## config.mk

```make
export PLATFORM = sky130hd
export DESIGN_NAME = reg_bus_arbiter
export DESIGN_NICKNAME = d
export VERILOG_FILES = /design/src/rtl/reg_bus_pkg.sv /design/src/rtl/rr_picker.sv /design/src/rtl/reg_bus_arbiter.sv
export SDC_FILE = /design/constraint.sdc
export NUM_CORES = 1
export LEC_CHECK = 0
export ABC_AREA = 1
export CAP_MARGIN = 40
export CORE_ASPECT_RATIO = 1.25
export CORE_UTILIZATION = 42
export CTS_CLUSTER_DIAMETER = 200
export DETAILED_ROUTE_END_ITERATION = 6
export HOLD_SLACK_MARGIN = 0.03
export PLACE_DENSITY = 0.74
export SETUP_SLACK_MARGIN = 0.1
export SLEW_MARGIN = 20
export SYNTH_ARGS = -nofsm -noshare
export SYNTH_HDL_FRONTEND = slang
export SYNTH_SLANG_ARGS = --single-unit
```

## constraint.sdc

```tcl
create_clock -name clk -period 2 [get_ports clk]
set_input_delay 0.5 -clock clk [delete_from_list [all_inputs] [get_ports clk]]
set_output_delay 0.5 -clock clk [all_outputs]
set_load 0.01 [all_outputs]
```

## src/rtl/reg_bus_pkg.sv

```systemverilog
// rtl/reg_bus_pkg.sv - shared FSM states, default widths and index helper for the register-bus arbiter
package reg_bus_pkg;

  typedef enum logic [1:0] {
    IDLE  = 2'd0,
    GRANT = 2'd1,
    LOAD  = 2'd2,
    DONE  = 2'd3
  } state_t;

  localparam int DEF_DW     = 8;
  localparam int DEF_REG_AW = 2;

  function automatic int clog2(input int value);
    int r;
    r = 0;
    while ((1 << r) < value) r++;
    return r;
  endfunction

endpackage

```

## src/rtl/rr_picker.sv

```systemverilog
// rtl/rr_picker.sv - combinational round-robin picker: first set request at or above the pointer, wrapping
module rr_picker #(
  parameter int NUM_REQ = 4,
  parameter int IW      = 2
) (
  input  logic [NUM_REQ-1:0] i_req,
  input  logic [IW-1:0]      i_ptr,
  output logic [NUM_REQ-1:0] o_gnt_oh,
  output logic [IW-1:0]      o_idx,
  output logic               o_valid
);

  int          w_pos;
  logic [IW-1:0] w_sel;

  always_comb begin
    o_gnt_oh = '0;
    o_idx    = '0;
    o_valid  = 1'b0;
    w_pos    = 0;
    w_sel    = '0;
    for (int k = 0; k < NUM_REQ; k++) begin
      w_pos = int'(i_ptr) + k;
      if (w_pos >= NUM_REQ) w_pos = w_pos - NUM_REQ;
      w_sel = IW'(w_pos);
      if (!o_valid && i_req[w_sel]) begin
        o_valid         = 1'b1;
        o_idx           = w_sel;
        o_gnt_oh[w_sel] = 1'b1;
      end
    end
  end

endmodule

```

## src/rtl/reg_bus_arbiter.sv

```systemverilog
// rtl/reg_bus_arbiter.sv - round-robin arbiter for the shared register-load bus (IDLE/GRANT/LOAD/DONE)
// Optional write protection with per-register mask and err pulse: define REG_WRITE_PROTECT_EN.
module reg_bus_arbiter
  import reg_bus_pkg::*;
#(
  parameter int NUM_REQ = 4,
  parameter int NUM_REG = 4,
  parameter int DW      = DEF_DW,
  parameter int REG_AW  = DEF_REG_AW
) (
  input  logic                      clk,
  input  logic                      rst,
  input  logic [NUM_REQ-1:0]        req,
  input  logic [NUM_REQ*REG_AW-1:0] req_dst,
  input  logic [NUM_REQ*DW-1:0]     req_data,
`ifdef REG_WRITE_PROTECT_EN
  input  logic [NUM_REG-1:0]        wp_mask,
  output logic [NUM_REQ-1:0]        err,
`endif
  output logic [NUM_REQ-1:0]        gnt,
  output logic [NUM_REQ-1:0]        done,
  output logic [DW-1:0]             bus_d,
  output logic [NUM_REG-1:0]        reg_en,
  output logic                      busy
);

  localparam int RIW = (clog2(NUM_REQ) < 1) ? 1 : clog2(NUM_REQ);

  state_t              r_state;
  state_t              w_state_nxt;
  logic [RIW-1:0]      r_ptr;
  logic [RIW-1:0]      r_win_idx;
  logic [NUM_REQ-1:0]  r_win_oh;
  logic [REG_AW-1:0]   r_dst;
  logic                r_wp;
  logic [DW-1:0]       r_bus_d;
  logic [NUM_REQ-1:0]  r_gnt;
  logic [NUM_REQ-1:0]  r_done;
  logic [NUM_REG-1:0]  r_reg_en;

  logic [NUM_REQ-1:0]  w_pick_oh;
  logic [RIW-1:0]      w_pick_idx;
  logic                w_pick_valid;
  logic [REG_AW-1:0]   w_pick_dst;
  logic [DW-1:0]       w_pick_data;
  logic                w_pick_wp;
  logic [NUM_REG-1:0]  w_en_oh;
  logic [NUM_REQ-1:0]  w_gnt_nxt;
  logic [NUM_REQ-1:0]  w_done_nxt;
  logic [NUM_REG-1:0]  w_reg_en_nxt;

  rr_picker #(
    .NUM_REQ (NUM_REQ),
    .IW      (RIW)
  ) u_rr_picker (
    .i_req    (req),
    .i_ptr    (r_ptr),
    .o_gnt_oh (w_pick_oh),
    .o_idx    (w_pick_idx),
    .o_valid  (w_pick_valid)
  );

  assign w_pick_dst  = req_dst[w_pick_idx*REG_AW +: REG_AW];
  assign w_pick_data = req_data[w_pick_idx*DW +: DW];

`ifdef REG_WRITE_PROTECT_EN
  always_comb begin
    w_pick_wp = 1'b0;
    for (int k = 0; k < NUM_REG; k++)
      if (w_pick_dst == REG_AW'(k)) w_pick_wp = wp_mask[k];
  end
`else
  assign w_pick_wp = 1'b0;
`endif

  // Destinations beyond NUM_REG never match, so out-of-range transfers decode to all-zero.
  always_comb begin
    w_en_oh = '0;
    for (int k = 0; k < NUM_REG; k++)
      if (r_dst == REG_AW'(k)) w_en_oh[k] = ~r_wp;
  end

  always_ff @(posedge clk) begin
    if (rst) r_state <= IDLE;
    else     r_state <= w_state_nxt;
  end

  always_comb begin
    w_state_nxt = r_state;
    case (r_state)
      IDLE:    if (w_pick_valid) w_state_nxt = GRANT;
      GRANT:   w_state_nxt = LOAD;
      LOAD:    w_state_nxt = DONE;
      DONE:    w_state_nxt = IDLE;
      default: w_state_nxt = IDLE;
    endcase
  end

  // Outputs are computed for the upcoming state and registered alongside it.
  always_comb begin
    w_gnt_nxt    = '0;
    w_done_nxt   = '0;
    w_reg_en_nxt = '0;
    case (w_state_nxt)
      GRANT:   w_gnt_nxt = (r_state == IDLE) ? w_pick_oh : r_win_oh;
      LOAD: begin
        w_gnt_nxt    = r_win_oh;
        w_reg_en_nxt = w_en_oh;
      end
      DONE: begin
        w_gnt_nxt  = r_win_oh;
        w_done_nxt = r_win_oh;
      end
      default: ;
    endcase
  end

  always_ff @(posedge clk) begin
    if (rst) begin
      r_ptr     <= '0;
      r_win_idx <= '0;
      r_win_oh  <= '0;
      r_dst     <= '0;
      r_wp      <= 1'b0;
      r_bus_d   <= '0;
      r_gnt     <= '0;
      r_done    <= '0;
      r_reg_en  <= '0;
    end else begin
      r_gnt    <= w_gnt_nxt;
      r_done   <= w_done_nxt;
      r_reg_en <= w_reg_en_nxt;
      if (r_state == IDLE && w_pick_valid) begin
        r_win_idx <= w_pick_idx;
        r_win_oh  <= w_pick_oh;
        r_dst     <= w_pick_dst;
        r_wp      <= w_pick_wp;
        r_bus_d   <= w_pick_data;
      end
      if (r_state == DONE)
        r_ptr <= (int'(r_win_idx) == NUM_REQ - 1) ? '0 : r_win_idx + 1'b1;
    end
  end

`ifdef REG_WRITE_PROTECT_EN
  logic [NUM_REQ-1:0] r_err;

  always_ff @(posedge clk) begin
    if (rst) r_err <= '0;
    else     r_err <= r_wp ? w_done_nxt : '0;
  end

  assign err = r_err;
`endif

  assign gnt    = r_gnt;
  assign done   = r_done;
  assign reg_en = r_reg_en;
  assign bus_d  = r_bus_d;
  assign busy   = (r_state != IDLE);

endmodule
```

# [Yosys cells after proc, flatten, opt, wreduce, memory -nomap -nowiden]
# Index checks and enable logic that the tools add are counted.
# Widths: inputs -> output; s select.
[word_totals] output_inout_bits=21 ff_bits=32
[classes] eq_ne=10 add_sub_neg=8 shift=2 muxes=37 bitwise=9 n_reduce_logical=20 order_cmp=12
[ops] cell="$shiftx 32x6->8" count=1
[ops] cell="$mux 2" count=10
[ops] cell="$mux 4" count=5
[ops] cell="$eq 2x2->1 const B" count=6
[ops] cell="$lt 2x3->1 const B" count=4
[ops] cell="$mux 1" count=12
[ops] cell="$or 4x4->4" count=3
[ops] cell="$reduce_or 3->1" count=4
[ops] cell="$ge 3x3->1 const B" count=3
[ops] cell="$bmux 1 s2" count=4
[ops] cell="$demux 1 s2" count=4
[ops] cell="$eq 2x1->1 const B" count=4
[ops] cell="$ge 2x1->1 const B" count=4
[ops] cell="$logic_and 1x1->1" count=8
[ops] cell="$pmux 2 s4" count=1
[ops] cell="$pmux 4 s2" count=1
[ops] cell="$shiftx 8x4->2" count=1
[ops] cell="$sub 2x1->2 const B" count=4
[ops] cell="$add 2x2->3 const B" count=2
[ops] cell="$not 1->1" count=6
[ops] cell="$logic_not 2->1" count=2
[ops] cell="$reduce_or 2->1" count=2
[ops] cell="$add 2x1->3 const B" count=1
[ops] cell="$ge 2x3->1 const B" count=1
[ops] cell="other kinds (3)" count=5

# [Longest topological paths before layout]
# Gate-level depths: netlist (run 1).
[depth] depth_word=19 mapped_depth=17 depth_no_buf=15

# [Cells and area by module]
# Synthesis (run 1) repeated with hierarchy kept, for this count alone.
[hier_totals] cells_unflattened=298 hier_area_um2=1971.9
[by_module_without_submodules] module="reg_bus_arbiter" area_each_um2=1531.5 cells_each=224 instances=1
[by_module_without_submodules] module="rr_picker" area_each_um2=440.4 cells_each=74 instances=1

# [Least setup slack after synthesis (run 1)]
# OpenSTA, ideal clock, no wires.
[synth_timing] kind="reg2reg" startpoint="register r_ptr[0]" endpoint="register r_dst[0]" setup_slack_ns=-0.091 path_buffers=2 arrival_ns=1.982 required_ns=1.891 path_stages_with_launch=15 cell_sequence="dfxtp_1 -> buf_6 -> inv_6 -> ha_1 -> inv_1 -> nand3_2 -> nand2_4 -> nand4_2 -> nand2_4 -> buf_2 -> nand3b_1 -> nand3_1 -> nand3_1 -> nand2_1 -> inv_1"
[synth_via] elab_chain_len=15 elab_cells_between_ends=39
[synth_rtl] item="start: declaration" line="reg_bus_arbiter.sv:31" source="logic [RIW-1:0] r_ptr;"
[synth_rtl] item="start signal: assignment" line="reg_bus_arbiter.sv:141" source="r_ptr <= (int'(r_win_idx) == NUM_REQ - 1) ? '0 : r_win_idx + 1'b1;"
[synth_rtl] item="branches (longest 15 deep; another with $add 2x1->3)"
[synth_rtl] item="end signal: assignment" line="reg_bus_arbiter.sv:136" source="r_dst <= w_pick_dst;"
[synth_rtl] item="end: declaration" line="reg_bus_arbiter.sv:34" source="logic [REG_AW-1:0] r_dst;"
# Parallel ways; which one is timed is not known. The select of a mux whose other input is x is not followed.
# A chain may end at the register's enable or synchronous reset.

# [Worst setup path after layout (run 1)]
# Same ends and word-level chain as after synthesis.

==> impl_metrics.tcl, run 1 <==
set metrics [dict create \
    ys_types 27 \
    synth_top_area_share 0.2996 \
    dpl_cell_area_um2 3017 \
    crit_path_start_kind "flip-flop" \
    diodes 0 \
    grt_max_degree 24 \
    antenna_left 0 \
    port_buffers 66 \
    synth_most_common_cell "nand2_1" \
    placeableCoreArea_um2 4800 \
    arrival_ns 2.12 \
    synth_area_um2 2138 \
    synth-simple-area-share 0.4166 \
    status "completed" \
    synth.yosys.seq_area_share 0.2996 \
    nFillCells 376 \
    final_cells 472 \
    critPathCaptureType "flip-flop" \
    ys_ff_latch 32 \
    final-setup-viol-count 0 \
    route.met3.wl_um 265 \
    synth_top_family_by_area "simple AND/OR/NAND/NOR gates" \
    hold_path_class "flip-flop to flip-flop" \
    async_flop_share 0 \
    dr.pass1.iters 4 \
    muxShareOfSynthArea 0 \
    start_util 0.4455 \
    tightest_slew_ns 0.3903 \
    fin_crit_sh 0.9625 \
    overflow 0 \
    first_global_vias 2202 \
    syn-num-nets 374 \
    syn_avg_cell_area_um2 6.767 \
    grt_pass1_wl_um 9446 \
    dp_cells 453 \
    io_pins 67 \
    synth_area_leaders "dfxtp_1, nand2_1, nand3_1" \
    route.met2.wl_um 3401 \
    worst_ep_required_time_ns 2.19 \
    num_vias 2401 \
    antenna_found_initial 0 \
    multi_input_area_um2 1479 \
    clock_sinks 32 \
    dp_hpwl_um 4320 \
    fin_area_um2 3456 \
    wl_met1_um 2286 \
    hold_viol 0 \
    root_buffer "clkbuf_8" \
    synth_compound_area_frac 0.1077 \
    maxSlewViolCount 0 \
    critical_path_class "flip-flop to flip-flop" \
    h-tree-depth 2 \
    drc 0 \
    cts.path.max_buffers 2 \
    synthCells 316 \
    cap_violations 0 \
    wl_per_cell_um 12.92 \
    ctsHoldBuffers 0 \
    fmax_mhz 519.5 \
    yosys.area.top_type "dfxtp_1" \
    cts_tree "done" \
    ys_top_cells_by_count "nand2_1, nand3_1, inv_1" \
    drtIter0Drc 94 \
    maxSlewHeadroom 0.7390 \
    final.min_clock_period_ns 1.925 \
    ys.flop_type "dfxtp_1" \
    path_clk_slew_ns 0.08 \
    wl_um 6100 \
    drive_gt1_frac 0.2354 \
    path_max_fanout 18 \
    top_layer "met4" \
    routabilityCongestion 0.7971 \
    peakVddDrop_uv 587.8 \
    clk_latency_ns 0.29 \
    die_w_um 65.82 \
    r2r_cells 14 \
    core.rowCount 28 \
    dieArea_um2 5382 \
    cts-buffers-inserted 5 \
    synthAdderAreaFrac 0.07022 \
    p_leak_nw 1.605 \
    viasPerCell 5.087 \
    seqCellArea_um2 646.9 \
    layout.nets 469 \
    synth_xor_area_frac 0 \
    hold_ws_ns 0.4725 \
    grt_use_total 0.2292 \
    rsz0062_at_grt "yes" \
    synth_edf_count 0 \
    whs_path_depth 2 \
    area_growth_pct 61.61 \
    power_density_nw_per_um2 1391 \
    synth_warnings 0 \
    final.setup_skew_ns 0.009144 \
    die_y_um 81.78 \
]
==> registers in the layout (all words and copies together) (netlist names) <==
name,cells
r_win_oh,4
r_win_idx,2
gnt,4
r_state,2
reg_en,4
r_ptr,2
done,4
bus_d,8
r_dst,2
==> cells by family (layout without fill, tap and decap cells) <==
family	Yosys count	count (layout)
AO/OA/AOI/OAI	38	38
adder cells (fa/ha/maj)	12	12
buffers and inverters	50	146
flip-flops	32	32
AND/OR/NAND/NOR	184	184
==> critical path, cell delays in order (launching register included) <==
cell      delay (ns)
dfxtp_4         0.39
inv_8           0.05
ha_4            0.29
inv_4           0.05
nand3_4         0.09
nand2_8         0.09
nor2_4          0.17
nor2_4          0.06
nand2_4         0.11
buf_12          0.15
nand3b_1        0.09
nand3_1         0.08
nand3_1         0.10
nand2_1         0.07
inv_1           0.03
==> final cells by class <==
class	count	area share
clock inverter	1	0.008689
sequential	32	0.1872
tap	60	0.02172
timing repair buffer	97	0.2777
clock buffer	7	0.02788
multi-input combinational	234	0.4280
inverter	41	0.04888
==> cells in the final DEF (no fill, tap or decap), types with 7 or more instances in the layout <==
cell / n
nand2_1: 73
clkdlybuf4s50_1: 61
nand3_1: 36
inv_1: 32
dfxtp_1: 29
nor2_1: 28
buf_4: 23
a21oi_1: 18
ha_1: 11
nand2_2: 7
nor2_4: 7
clkbuf_8: 7
==> final timing paths <==
kind	start	end	slack (ns)
setup / recovery	r_ptr[0]	r_dst[0]	0.07
setup reg to reg	r_ptr[0]	r_dst[0]	0.07
hold reg to reg	r_win_oh[0]	gnt[0]	0.47
hold / removal	r_win_oh[0]	gnt[0]	0.47
==> power breakdown <==
part           switching (mW)  leakage [nW]  internal, mW  total, mW
Clock                   0.255        0.0645         0.440      0.695
Combinational            1.74          1.28          1.37       3.11
Sequential              0.145         0.265         0.857       1.00
==> repair_timing <==
item | CTS | global route
gates resized for setup | 32 | 26
endpoints found under the setup margin | 20 | 20
gates cloned | 1 | 0
pin swaps | 11 | 11
setup buffers | 4 | 6
==> through the flow <==
| stage | setup WS (ns) | setup TNS, ns | utilization | power, mW |
|---|---|---|---|---|
| floorplan | 0.09244 | 0 | - | 2.665 |
| global placement | -0.3186 | -4.944 | 0.6285 | 3.490 |
| detailed placement | -0.3683 | -5.733 | 0.6285 | 3.547 |
| CTS | 0.09343 | 0 | 0.6885 | 4.519 |
| global route | -0.06117 | -0.1437 | 0.7200 | 5.141 |
| finish | 0.07495 | 0 | 0.7200 | 4.808 |
==> metal layers <==
layer  global-route usage  vias up
met2               0.4602       79
met4              0.07826        0
li1                     -     1212
met1               0.2250     1096
met3              0.04861       14
met5                    0        -
Note: power is estimated with default switching activity, not from simulation.
==> inputs of run 2 (changes only) <==
ABC_AREA = not set   (was 1)
==> run 2 against run 1 <==
The run now ends with negative setup slack left. Clock power decreased by 34%. Cell count decreased by 13%. Register-to-register slack got worse by 0.31 ns.
==> impl_metrics.tcl, run 2 <==
set metrics [dict create \
    status "complete, but fails checks" \
    violations "negative setup slack" \
    seqCellArea_um2 645.6 \
    final_cells 409 \
    rsz0062_at_grt "yes" \
    cp_slowest_cell "mux4_2" \
    nFillCells 342 \
    fin_setup_tns_ns -3.273 \
    cp_cell_sequence "inv_8 > ha_4 > mux4_2 > nand2b_4 > nand3_4 > buf_12 > nand2_8 > a32oi_1 > nand3_1" \
    cts_tree "done" \
    fin_crit_sh 1.118 \
    dr.pass1.iters 4 \
    synth_edf_count 0 \
    power_density_nw_per_um2 1002 \
    async_flop_share 0 \
    seq_power_share 0.280 \
    layout.nets 407 \
    pre_cts_slack_ns -0.7334 \
    synth.yosys.seq_area_share 0.3001 \
    path_clk_slew_ns 0.06 \
    wl_per_cell_um 15.20 \
    start_util 0.4447 \
    final.min_clock_period_ns 2.236 \
    worst_ep_required_time_ns 2.16 \
    final_common_cell "clkdlybuf4s50_1" \
    ys_top_cells_by_count "dfxtp_1, nor2_1, nand2_1, nand3_1, o21ai_0" \
    wl_um 6217 \
    synth_warnings 0 \
    clk_latency_ns 0.28 \
    fmax_mhz 447.2 \
    hold_viol 0 \
    synth_most_common_cell "dfxtp_1" \
    path_max_fanout 8 \
    peakVddDrop_uv 589.9 \
    syn-num-nets 298 \
    synth_top_area_share 0.3001 \
    final_cell_mix "clkdlybuf4s50_1, buf_4, dfxtp_1" \
    synth_area_leaders "dfxtp_1, ha_1, buf_6" \
    cts-buffers-inserted 5 \
    placeableCoreArea_um2 4800 \
    combPwrFrac 0.588 \
    core.rowCount 28 \
    dp_hpwl_um 4304 \
    maxSlewViolCount 0 \
    clockPowerShare 0.131 \
    drtIter0Drc 131 \
    p_sw_mw 1.339 \
    arrival_ns 2.39 \
    p_leak_nw 1.415 \
    drc 0 \
    area_growth_pct 62.49 \
    critical_path_class "flip-flop to flip-flop" \
    drive_gt1_frac 0.3037 \
    final.setup_skew_ns 0.004326 \
    crit_path_start_kind "flip-flop" \
    final-setup-viol-count 19 \
    swShare 0.3856 \
    dp_cells 389 \
    ys_ff_latch 32 \
    io_pins 67 \
    grt_use_total 0.2274 \
    grt_max_degree 17 \
    syn_avg_cell_area_um2 8.894 \
    h-tree-depth 2 \
    cap_violations 0 \
    max_stage_delay_ns 0.55 \
    critPathCaptureType "flip-flop" \
    clock_sinks 32 \
    largest_register_ffs 8 \
    tightest_slew_ns 0.4463 \
    cts.path.max_buffers 2 \
    first_global_vias 2161 \
    dieArea_um2 5373 \
    internal_power_mw 2.134 \
    num_vias 2278 \
    yosys.area.top_type "dfxtp_1" \
    routabilityCongestion 0.9597 \
    synthCells 240 \
    synth_area_um2 2135 \
    maxSlewHeadroom 0.7005 \
    viasPerCell 5.570 \
    grt_pass1_wl_um 9570 \
    multi_input_area_um2 1518 \
    setup_ws_ns -0.2364 \
    ctsHoldBuffers 0 \
    port_buffers 66 \
    overflow 0 \
    root_buffer "clkbuf_8" \
    diodes 0 \
    ys.flop_type "dfxtp_1" \
    antenna_found_initial 0 \
    antenna_left 0 \
    die_y_um 81.71 \
    die_w_um 65.77 \
    hold_path_class "flip-flop to flip-flop" \
    ys_types 55 \
]
==> run 2: cell count changes after synthesis, sizes merged, moves of 6 or more <==
cell,previous run,this run
and3,0,10
a32oi,0,10
o21ai,7,17
inv,41,8
nand2,87,17
mux2i,0,6
nor2,39,25
nand3,45,17
a21oi,25,11
a21boi,1,8
buf,7,14
==> run 2: metal layers <==
layer,GRT usage,up-vias,wire length (um)
met5,0,-,0
met2,0.4102,113,3242
met4,0.06739,0,119
met1,0.2697,1046,2427
li1,-,1106,-
met3,0.04167,13,427
==> run 2: power by group through the flow <==
stage	registers, mW	clock network [mW]	logic (mW)
finish	0.974	0.456	2.04
global route	0.995	0.496	2.21
CTS	0.969	0.464	1.88
detailed placement	0.972	0	1.75
global placement	0.972	0	1.73
floorplan	1.01	0	0.997
==> run 2: cell families (layout without fill, tap and decap cells) <==
kind of cell | count (synthesis) | in the layout | share of synthesized area
and+or+nand+nor | 91 | 92 | 0.2251
AOI/OAI and AO/OA | 71 | 72 | 0.2562
DFF | 32 | 32 | 0.3001
buffers and inverters | 24 | 131 | 0.07797
adders and majority gates | 12 | 12 | 0.07034
muxes | 10 | 10 | 0.07034
==> run 2: critical path: cells and delay by family, from the launching register on <==
kind	cells	cell delay (ns)
mux	1	0.55
simple gates	4	0.51
flops	1	0.39
fa+ha+maj	1	0.27
compound gates	1	0.21
buf+inv	2	0.18
==> run 2: metrics by stage <==
stage,total power [mW],utilization,instance area [um^2],hold slack (ns)
floorplan,2.004,-,2208,0.4332
global placement,2.699,0.6496,3118,0.4479
detailed placement,2.727,0.6496,3118,0.4522
CTS,3.313,0.6968,3344,0.4620
global route,3.698,0.7226,3468,0.4833
finish,3.474,0.7226,3468,0.4616
==> run 2: area by class of cell <==
cell class,count,area share
clock inverters,1,0.001443
inverters,8,0.01082
multi-input cells,186,0.4376
repair buffers,116,0.3214
clock buffers,6,0.02092
flip-flops and latches,32,0.1861
well taps,60,0.02164
==> run 2: path summary, 6_finish.rpt <==
path                     from       end  slack [ns]  depth (start not counted)
hold reg to reg   r_win_oh[0]    gnt[0]        0.46                          2
setup / recovery     r_ptr[0]  bus_d[4]       -0.24                          9
hold / removal    r_win_oh[0]    gnt[0]        0.46                          2
setup reg to reg     r_ptr[0]  bus_d[4]       -0.24                          9
==> run 2: timing repair <==
| action | in CTS | in global routing |
|---|---|---|
| cloned | 2 | 3 |
| setup buffers | 5 | 3 |
| setup endpoints to repair | 21 | 20 |
| gates resized for setup | 29 | 21 |
| pin swaps | 16 | 10 |
==> inputs of run 3 (changes only) <==
CORE_MARGIN = 8   (was not set)
MAX_ROUTING_LAYER = met4   (was not set)
==> run 3 against run 2 <==
The run still ends with negative setup slack left. Critical path depth rose by 2. Core utilization fell by 2.8 points. Wire length rose by 8.8%. Sequential power barely moved. First-iteration DRC count fell by 33%. Die area rose by 42%. Sequential share of layout area fell by 0.054 points. Clock skew rose by 0.0042 ns. Register-to-register slack got worse by 0.06 ns. Clock-buffer cell count fell by 1. Fmax fell by 2.6%. Flip-flop and latch count did not move. Largest cell class unchanged.
==> impl_metrics.tcl, run 3 (same netlist as run 2, synthesis figures left out) <==
set metrics [dict create \
    grt_pass1_wl_um 10310 \
    grt_use_total 0.1737 \
    p_sw_mw 1.379 \
    drive_gt1_frac 0.3132 \
    drc 0 \
    fin_crit_sh 1.148 \
    fmax_mhz 435.5 \
    clock_sinks 32 \
    viasPerCell 5.605 \
    power.total_mw 3.619 \
    clockPowerShare 0.170 \
    diodes 0 \
    violations "negative setup slack" \
    hold_ws_ns 0.4571 \
    p_leak_nw 1.398 \
    dieArea_um2 7634 \
    area_growth_pct 62.95 \
    drtIter0Drc 88 \
    ctsHoldBuffers 0 \
    critPathCaptureType "flip-flop" \
    clk_latency_ns 0.28 \
    hold_viol 0 \
    cap_violations 0 \
    cts.path.max_buffers 2 \
    power_density_nw_per_um2 1041 \
    maxSlewHeadroom 0.7001 \
    fin_area_um2 3478 \
    hold_path_class "flip-flop to flip-flop" \
    dr.pass1.iters 4 \
    combPwrFrac 0.561 \
    internal_power_mw 2.240 \
    nFillCells 393 \
    final.min_clock_period_ns 2.296 \
    final_util 0.6947 \
    final.setup_skew_ns 0.008558 \
    arrival_ns 2.46 \
    critical_path_class "flip-flop to flip-flop" \
    peakVddDrop_uv 570.6 \
    grt_max_degree 17 \
    cpMostUsedCell "buf_6" \
    swShare 0.3810 \
    final_cell_mix "clkdlybuf4s50_1, buf_4, dfxtp_1" \
    dpl_cell_area_um2 3108 \
    cp_cell_sequence "inv_8 > ha_4 > mux4_2 > buf_6 > nor2b_4 > o21ai_4 > buf_12 > buf_6 > and3_4 > o21ai_2 > nand3_1" \
    maxSlewViolCount 0 \
    io_pins 67 \
    worst_ep_required_time_ns 2.16 \
    tightest_slew_ns 0.4468 \
    max_stage_delay_ns 0.51 \
    path_max_fanout 4 \
    rsz0062_at_grt "yes" \
    start_util 0.4263 \
    final_common_cell "clkdlybuf4s50_1" \
    cts-buffers-inserted 5 \
    die_w_um 79.77 \
    seq_power_share 0.269 \
    wl_um 6766 \
    overflow 0 \
    layout.nets 405 \
    antenna_found_initial 0 \
    port_buffers 66 \
    routabilityCongestion 0.9230 \
    final-setup-viol-count 19 \
    placeableCoreArea_um2 5007 \
    num_vias 2298 \
    root_buffer "clkbuf_8" \
    die_y_um 95.71 \
    crit_path_start_kind "flip-flop" \
    antenna_left 0 \
    core.rowCount 29 \
    largest_register_ffs 8 \
    path_clk_slew_ns 0.07 \
    cts_tree "done" \
    setup_ws_ns -0.2962 \
    first_global_vias 2328 \
    wl_per_cell_um 16.50 \
    dp_hpwl_um 4705 \
    pre_cts_slack_ns -0.7228 \
    h-tree-depth 2 \
    cp_slowest_cell "mux4_2" \
    status "complete, but fails checks" \
]
## run 3: power by group through the flow
stage	logic, mW	registers, mW	clock network [mW]
global route	2.18	0.991	0.651
global placement	1.72	0.967	0
detailed placement	1.75	0.969	0
finish	2.03	0.974	0.616
CTS	1.88	0.964	0.624
floorplan	0.997	1.01	0
## run 3: critical path: cells and delay by family, from the launching register on
| family | cells | cell delay, ns |
|---|---|---|
| simple gates | 3 | 0.39 |
| flops | 1 | 0.38 |
| fa+ha+maj | 1 | 0.27 |
| buf+inv | 4 | 0.43 |
| compound gates | 2 | 0.20 |
| mux | 1 | 0.51 |
## run 3: final cells by class
cell class              instances  area, um^2  share of cell area
well taps                      62       77.57             0.02230
repair buffers                115        1100              0.3162
clock buffers                   5       68.82             0.01978
clock inverters                 3       42.54             0.01223
multi-input cells             185        1506              0.4331
flip-flops and latches         32       645.6              0.1856
inverters                       8       37.54             0.01079
## run 3: routing by layer
metal	wire [um]	GRT usage
met1	2790	0.1888
met3	305	0.03178
met4	32	0.06839
met5	0	-
met2	3637	0.3057
## run 3: final timing paths
path / startpoint / endpoint / slack (ns) / cells after the start
max: r_ptr[0] / r_dst[0] / -0.30 / 11
min: r_win_oh[2] / gnt[2] / 0.46 / 2
max reg2reg: r_ptr[0] / r_dst[0] / -0.30 / 11
min reg2reg: r_win_oh[2] / gnt[2] / 0.46 / 2
## run 3: repair_timing
item / 4_1_cts / 5_1_grt
pin swaps: 12 / 21
buffers inserted: 9 / 0
gates cloned: 1 / 1
endpoints found under the setup margin: 21 / 20
gates resized for setup: 28 / 26
## run 3: metrics by stage
step | cells | setup TNS [ns]
floorplan | 240 | -5.184
global placement | 391 | -11.47
detailed placement | 391 | -12.48
CTS | 409 | -3.968
global route | 410 | -5.343
finish | 410 | -4.179
